**config.mk**
```make
export PLATFORM = sky130hd
export DESIGN_NAME = fx_mac_accum
export DESIGN_NICKNAME = d
export VERILOG_FILES = /design/src/rtl/fx_mac_accum.sv
export SDC_FILE = /design/constraint.sdc
export NUM_CORES = 1
export LEC_CHECK = 0
export ABC_AREA = 0
export CAP_MARGIN = 20
export CORE_MARGIN = 4
export CORE_UTILIZATION = 65
export CTS_BUF_LIST = sky130_fd_sc_hd__clkbuf_8
export DETAILED_ROUTE_END_ITERATION = 6
export PLACE_DENSITY_LB_ADDON = 0.08
export SYNTH_ARGS = -nofsm -noshare
export SYNTH_HDL_FRONTEND = slang
export SYNTH_SLANG_ARGS = --single-unit
```
**constraint.sdc**
```tcl
create_clock -name clk -period 5.6 [get_ports clk]
set_input_delay 0.84 -clock clk [delete_from_list [all_inputs] [get_ports clk]]
set_output_delay 0.84 -clock clk [all_outputs]
set_load 0.1 [all_outputs]
```
**src/rtl/fx_mac_accum.sv**
```systemverilog
// Signed fixed-point multiply-accumulate engine: accepts a burst of operand pairs and emits
// one rounded, symmetrically saturated result per burst.
module fx_mac_accum #(
  parameter int DATA_W = 16,
  parameter int FRAC_W = 9,
  parameter int ACC_W  = 40,
  parameter int CNT_W  = 8
) (
  input  logic                     clk,
  input  logic                     rst,
  input  logic                     start,
  input  logic [CNT_W-1:0]         len,
  input  logic                     in_valid,
  output logic                     in_ready,
  input  logic signed [DATA_W-1:0] a,
  input  logic signed [DATA_W-1:0] b,
  output logic                     out_valid,
  output logic [DATA_W-1:0]        out_data,
  output logic                     sat_flag,
  output logic                     busy,
  output logic [1:0]               state_o
);

  typedef enum logic [1:0] {
    IDLE   = 2'd0,
    ACCUM  = 2'd1,
    DRAIN  = 2'd2,
    RESULT = 2'd3
  } state_t;

  localparam logic signed [ACC_W-1:0] ACC_MAX = {1'b0, {(ACC_W-1){1'b1}}};
  localparam logic signed [ACC_W-1:0] ACC_MIN = {1'b1, {(ACC_W-2){1'b0}}, 1'b1};
  localparam logic [DATA_W-1:0]       OUT_MAX = {1'b0, {(DATA_W-1){1'b1}}};
  localparam logic [DATA_W-1:0]       OUT_MIN = {1'b1, {(DATA_W-2){1'b0}}, 1'b1};
  localparam logic signed [ACC_W:0]   R_MAX   = {{(ACC_W-DATA_W+2){1'b0}}, {(DATA_W-1){1'b1}}};
  localparam logic signed [ACC_W:0]   R_MIN   = -R_MAX;
  localparam logic signed [ACC_W:0]   R_HALF  = (ACC_W+1)'(1) << (FRAC_W-1);

  state_t                     state;
  logic [CNT_W-1:0]           len_q;
  logic [CNT_W-1:0]           cnt;
  logic [CNT_W-1:0]           cnt_nxt;
  logic signed [2*DATA_W-1:0] prod;
  logic                       prod_vld;
  logic signed [ACC_W-1:0]    acc;
  logic                       hs;
  logic signed [ACC_W:0]      sum;
  logic                       acc_ovf;
  logic signed [ACC_W:0]      rnd_sum;
  logic signed [ACC_W:0]      rnd;
  logic                       out_hi;
  logic                       out_lo;

  assign in_ready = (state == ACCUM);
  assign busy     = (state != IDLE);
  assign state_o  = state;
  assign hs       = in_valid & in_ready;
  assign cnt_nxt  = cnt + CNT_W'(1);

  // One guard bit above the accumulator detects overflow of acc + P as a sign mismatch.
  always_comb begin
    sum     = {acc[ACC_W-1], acc} + {{(ACC_W+1-2*DATA_W){prod[2*DATA_W-1]}}, prod};
    acc_ovf = sum[ACC_W] ^ sum[ACC_W-1];
    rnd_sum = {acc[ACC_W-1], acc} + R_HALF;
    rnd     = rnd_sum >>> FRAC_W;
    out_hi  = (rnd > R_MAX);
    out_lo  = (rnd < R_MIN);
  end

  always_ff @(posedge clk or negedge rst) begin
    if (!rst) begin
      state     <= IDLE;
      len_q     <= '0;
      cnt       <= '0;
      prod      <= '0;
      prod_vld  <= 1'b0;
      acc       <= '0;
      out_valid <= 1'b0;
      out_data  <= '0;
      sat_flag  <= 1'b0;
    end else begin
      out_valid <= 1'b0;
      prod_vld  <= hs;
      if (hs) prod <= (2*DATA_W)'(a) * (2*DATA_W)'(b);

      // Bubbles (prod_vld=0) leave acc untouched, so stalls on in_valid are harmless.
      if (prod_vld) begin
        if (acc_ovf) begin
          acc      <= sum[ACC_W] ? ACC_MIN : ACC_MAX;
          sat_flag <= 1'b1;
        end else begin
          acc <= sum[ACC_W-1:0];
        end
      end

      case (state)
        IDLE: if (start) begin
          len_q    <= len;
          cnt      <= '0;
          acc      <= '0;
          sat_flag <= 1'b0;
          state    <= (len != '0) ? ACCUM : DRAIN;
        end
        ACCUM: if (hs) begin
          cnt <= cnt_nxt;
          if (cnt_nxt == len_q) state <= DRAIN;
        end
        DRAIN: if (!prod_vld) state <= RESULT;
        RESULT: begin
          if (out_hi)      out_data <= OUT_MAX;
          else if (out_lo) out_data <= OUT_MIN;
          else             out_data <= rnd[DATA_W-1:0];
          if (out_hi || out_lo) sat_flag <= 1'b1;
          out_valid <= 1'b1;
          state     <= IDLE;
        end
        default: state <= IDLE;
      endcase
    end
  end

endmodule

```
Yosys cells after proc, flatten, opt, wreduce, memory -nomap -nowiden
Cells that the tools add are included.
- register bits after elaboration: 109
- output and inout bits: 22
- latch bits: 0
- memory bits (read-only): 0
- memories kept: 0
- bits of input ports: 44
- RAM bits: 0
- word-level logic and storage cells: 55
- equality and inequality tests: 8
- add/subtract/negate cells: 3
- bitwise logic cells: 2
- $mul: 1
- muxes and demuxes: 22
- shifts and indexed selects: 0
- divide/modulo/power cells: 0
- magnitude comparators: 2
- reduce and logical (&&, ||, !) cells: 8
- operators by type and width (cell ; number):
    2-to-1 mux 40 bit ; 5
    adder 40 x 10 -> 41 bit, second input constant ; 1
    adder 40 x 32 -> 41 bit ; 1
    greater-than comparator 32 x 16 -> 1 bit, second input constant ; 1
    less-than comparator 32 x 16 -> 1 bit, second input constant ; 1
    multiplier 16 x 16 -> 32 bit ; 1
    2-to-1 mux 16 bit ; 2
    2-to-1 mux 8 bit ; 2
    one-hot mux 8 bit (2 select lines) ; 1
    2-to-1 mux 2 bit ; 5
    adder 8 x 1 -> 8 bit, second input constant ; 1
    == test 8 bit ; 1
    one-hot mux 2 bit (4 select lines) ; 1
    nonzero test 8 bit ; 1
    2-to-1 mux 1 bit ; 5
    == test 2 bit, second input constant ; 2
    != test 2 x 1 -> 1 bit, second input constant ; 2
    != test 2 bit, second input constant ; 2
    AND reduction 4 bit ; 1
    nonzero test 2 bit ; 2
    AND reduction 3 bit ; 1
    == test 2 x 1 -> 1 bit, second input constant ; 1
    zero test 2 bit ; 1
    one-hot mux 1 bit (2 select lines) ; 1
    4 further kinds ; 4

Depth between registers and ports, before layout
Gate-level depths: netlist of the first run.
- depth in word-level cells: 6
- depth in mapped cells: 26
- depth with buffers taken out: 25

Worst setup path before layout of the first run
Ideal clock, no wire load.
- path kind: in2reg
- start point: input a[15]
- end point: register prod[30]
- path slack: -1.252 ns
- path buffers: 1
- arrival: 6.718 ns
- stages: 21
- cells stage by stage: clkbuf_1 > nand2_1 > fa_1 > inv_1 > fa_1 > fa_1 > fa_1 > fa_1 > inv_1 > fa_1 > inv_1 > ha_1 > nand2_1 > o21ai_0 > o41ai_1 > nand4_1 > a41oi_1 > o21bai_1 > a21oi_1 > xor2_1 > o21ai_0
- cells in the longest elaborated chain, start to end: 1
- RTL lines (item ; RTL line ; source):
    start: declaration ; 15 ; input logic signed [DATA_W-1:0] a,
    multiplier 16 x 16 -> 32 bit ; 84 ; if (hs) prod <= (2*DATA_W)'(a) * (2*DATA_W)'(b);
    end signal: assignment ; 84 ;
    end: declaration ; 43 ; logic signed [2*DATA_W-1:0] prod;
Every way passes these cells.
A chain may end at the register's enable or synchronous reset.

Worst setup path in the final report of the first run
- start point: input a[9]
- end point: register prod[30]
The elaborated chain is that of the path after synthesis.

==> flow_metrics.env, run 1 <==
export IMPL_gp_congestion=0.960
export IMPL_finalSetupViolCount=18
export IMPL_slew_headroom=0.342
export IMPL_diodes=0
export IMPL_placed_cells=2436
export IMPL_reg2reg_setup_slack_ns=1.66
export IMPL_critPathCaptureType="register"
export IMPL_critPathKind="input pin to register"
export IMPL_holdBufCountCts=0
export IMPL_synth_top_cell_by_area="fa_1"
export IMPL_cp_arrival_ns=6.49
export IMPL_cts_max_path_buffers=2
export IMPL_hold_path_class="input pin to async pin"
export IMPL_first_pass_iters=5
export IMPL_fin_crit_sh=1.11
export IMPL_synth_cell_types=71
export IMPL_wl_um=47800
export IMPL_grt_max_degree=65
export IMPL_reg2regPathDepth=12
export IMPL_skew_ns=0.0263
export IMPL_ant_nets=0
export IMPL_wl_per_cell_um=18.8
export IMPL_cts_buffers=9
export IMPL_async_reset_ff_frac=1.00
export IMPL_cp_required_ns=5.87
export IMPL_yosysTopAreaCellShare=0.302
export IMPL_synth_common_cells="inv_1 (330), fa_1 (263), nand2_1 (222)"
export IMPL_seq_area_mm2=0.00273
export IMPL_die_h_um=172
export IMPL_rsz0062_at_grt="yes"
export IMPL_track_usage=0.319
export IMPL_antenna_found_initial=0
export IMPL_overflow=0
export IMPL_clkSinkCount=109
export IMPL_ios=66
export IMPL_worstMarginPinSlew_ns=0.984
export IMPL_route_detailed_drc=0
export IMPL_fmax_mhz=161
export IMPL_synth_cells=1943
export IMPL_first_iter_violations=1189
export IMPL_dieArea_mm2=0.0295
export IMPL_multi_input_area_mm2=0.0139
export IMPL_status="finished with violations"
export IMPL_clk_latency_ns=0.40
export IMPL_synth_edf_count=0
export IMPL_grt_pass1_vias=15600
export IMPL_synthesis_area_mm2=0.0174
export IMPL_violations="negative setup slack"
export IMPL_fin_nets=2638
export IMPL_final_cell_area_mm2=0.0215
export IMPL_hold_viol=0
export IMPL_cts_htree_levels=3
export IMPL_pre_cts_ws_ns=-1.40
export IMPL_cap_violations=0
export IMPL_grt_pass1_wl_um=76200
export IMPL_rows=59
export IMPL_cts_tree="built"
export IMPL_via_per_inst=5.88
export IMPL_setup_ws_ns=-0.619
export IMPL_min_period_ns=6.22
export IMPL_synth_area_leaders="fa_1 (30%), dfrtp_1 (16%), ha_1 (9.2%), inv_1 (7.1%), nand2_1 (4.8%)"
export IMPL_timing_rr_start="acc[10]$_DFF_PN0_"
export IMPL_finalNonFillerCells=2543
export IMPL_startpoint_type="input pin"
export IMPL_yosysWarnings=0
export IMPL_fp_dieW_um=172
export IMPL_start_util=0.666
export IMPL_syn_avg_cell_area_um2=8.98
export IMPL_syn_to_final_growth_pct=23.2
export IMPL_fill_cells=1570
export IMPL_path_clk_slew_ns=0.14
export IMPL_drive_above_1_share=0.244
export IMPL_critPathMaxFanout=6
export IMPL_synth_net_count=2378
export IMPL_final_util=0.820
export IMPL_yosysSeqAreaShare=0.156
export IMPL_timing_rr_end="acc[35]$_DFF_PN0_"
export IMPL_drv_slew=0
export IMPL_dominantRegCellSynth="dfrtp_1"
export IMPL_portBuffers=65
export IMPL_root_buffer="clkbuf_8"
export IMPL_vias=15000
export IMPL_dpl_cell_area_mm2=0.0199
export IMPL_core_area_mm2=0.0262
export IMPL_yosysMostFrequentCell="inv_1"
export IMPL_hpwl_um=34000
export IMPL_ys_seq_elements=109
kinds of logic after synthesis:
kind of cell / count (synthesis) / share of synthesized area
xor+xnor: 99 / 0.0497
simple gates: 577 / 0.163
compound gates: 343 / 0.136
mux: 15 / 0.00940
buf+inv: 409 / 0.0918
flops: 109 / 0.156
fa+ha+maj: 391 / 0.394
sequential cells by signal, indices dropped and copies added, names as in the netlist:
name       count
out_data      16
state_o        2
len_q          8
acc           40
prod          32
prod_vld       1
sat_flag       1
cnt            8
out_valid      1
final cells by class:
cell class,instances,share of cell area
Clock buffer,9,0.00577
Clock inverter,7,0.00460
Inverter,330,0.0577
Multi-Input combinational cell,1425,0.646
Sequential cell,109,0.127
Tap cell,335,0.0195
Timing Repair Buffer,328,0.140
how the worst max path moves through the flow:
stage               startpoint                   end  cells past startpoint  slack, ns
detailed placement        a[3]  prod[31]$_DFFE_PN0P_                     20      -1.40
global route              a[9]  prod[30]$_DFFE_PN0P_                     23      -0.75
global placement          a[3]  prod[31]$_DFFE_PN0P_                     23      -1.28
floorplan                a[15]  prod[30]$_DFFE_PN0P_                     21      -0.50
finish                    a[9]  prod[30]$_DFFE_PN0P_                     23      -0.62
CTS                       a[8]  prod[30]$_DFFE_PN0P_                     24      -0.52
metrics by stage:
step                      TNS, ns  hold WS (ns)
final                       -6.01         0.440
after global routing        -9.12         0.479
after CTS                   -5.07         0.467
after detailed placement   -23.43         0.471
after global placement     -21.67         0.460
after floorplan             -3.76         0.445
worst max-delay path, cell delays in order:
cell,delay [ns]
buf_4,0.13
buf_12,0.14
nand2_4,0.05
fa_1,0.51
fa_1,0.56
inv_2,0.05
fa_1,0.56
inv_1,0.06
fa_1,0.49
fa_1,0.44
fa_1,0.57
inv_2,0.06
ha_4,0.26
a21oi_2,0.14
o21ai_2,0.07
or3_4,0.34
o211ai_1,0.31
nand4_1,0.21
a41oi_2,0.19
o21bai_1,0.09
a21oi_1,0.17
xor2_1,0.17
o21ai_1,0.07
repair_timing:
item                       4_1_cts  5_1_grt
setup buffers                   82       23
resized for setup              224      126
setup endpoints to repair       22       21
pin swaps                      127      111
cloned                           5        0
routing by layer:
layer  up-vias  routed length [um]  GRT usage
met5         -                   0          0
li1       6837                   -          -
met2       667               23500      0.560
met3       193                2930     0.0384
met4         0                2530      0.122
met1      7260               18900      0.408
layout by cell type (no fill, tap or decap), types with 18 or more instances in the layout:
cell / instances
o21a_1: 18
buf_4: 203
inv_1: 293
ha_1: 107
o211ai_1: 18
nor2_1: 73
inv_2: 37
clkdlybuf4s50_1: 33
and2_1: 99
fa_1: 236
fa_2: 27
a21o_1: 34
dfrtp_1: 109
a21oi_1: 56
o221a_1: 20
nand3_1: 29
o221a_2: 18
xor2_1: 40
nor3_1: 19
nand2_2: 20
o21ai_0: 71
nand2_1: 192
and2_4: 23
xnor2_1: 57
buf_6: 47
Power of run 1 is left out: the tool's default activity adds up to more than one toggle a clock period on the data nets, which glitch-free logic cannot reach.
==> run 2, diff against run 1 <==
--- a/config.mk
+++ b/config.mk
@@ -15,3 +15,4 @@
 export SYNTH_ARGS = -nofsm -noshare
 export SYNTH_HDL_FRONTEND = slang
 export SYNTH_SLANG_ARGS = --single-unit
+export TNS_END_PERCENT = 100
==> results of run 2 <==
No change in the layout: final DEF, timing and power equal those of run 1.
Power of run 2 is left out for the same reason.
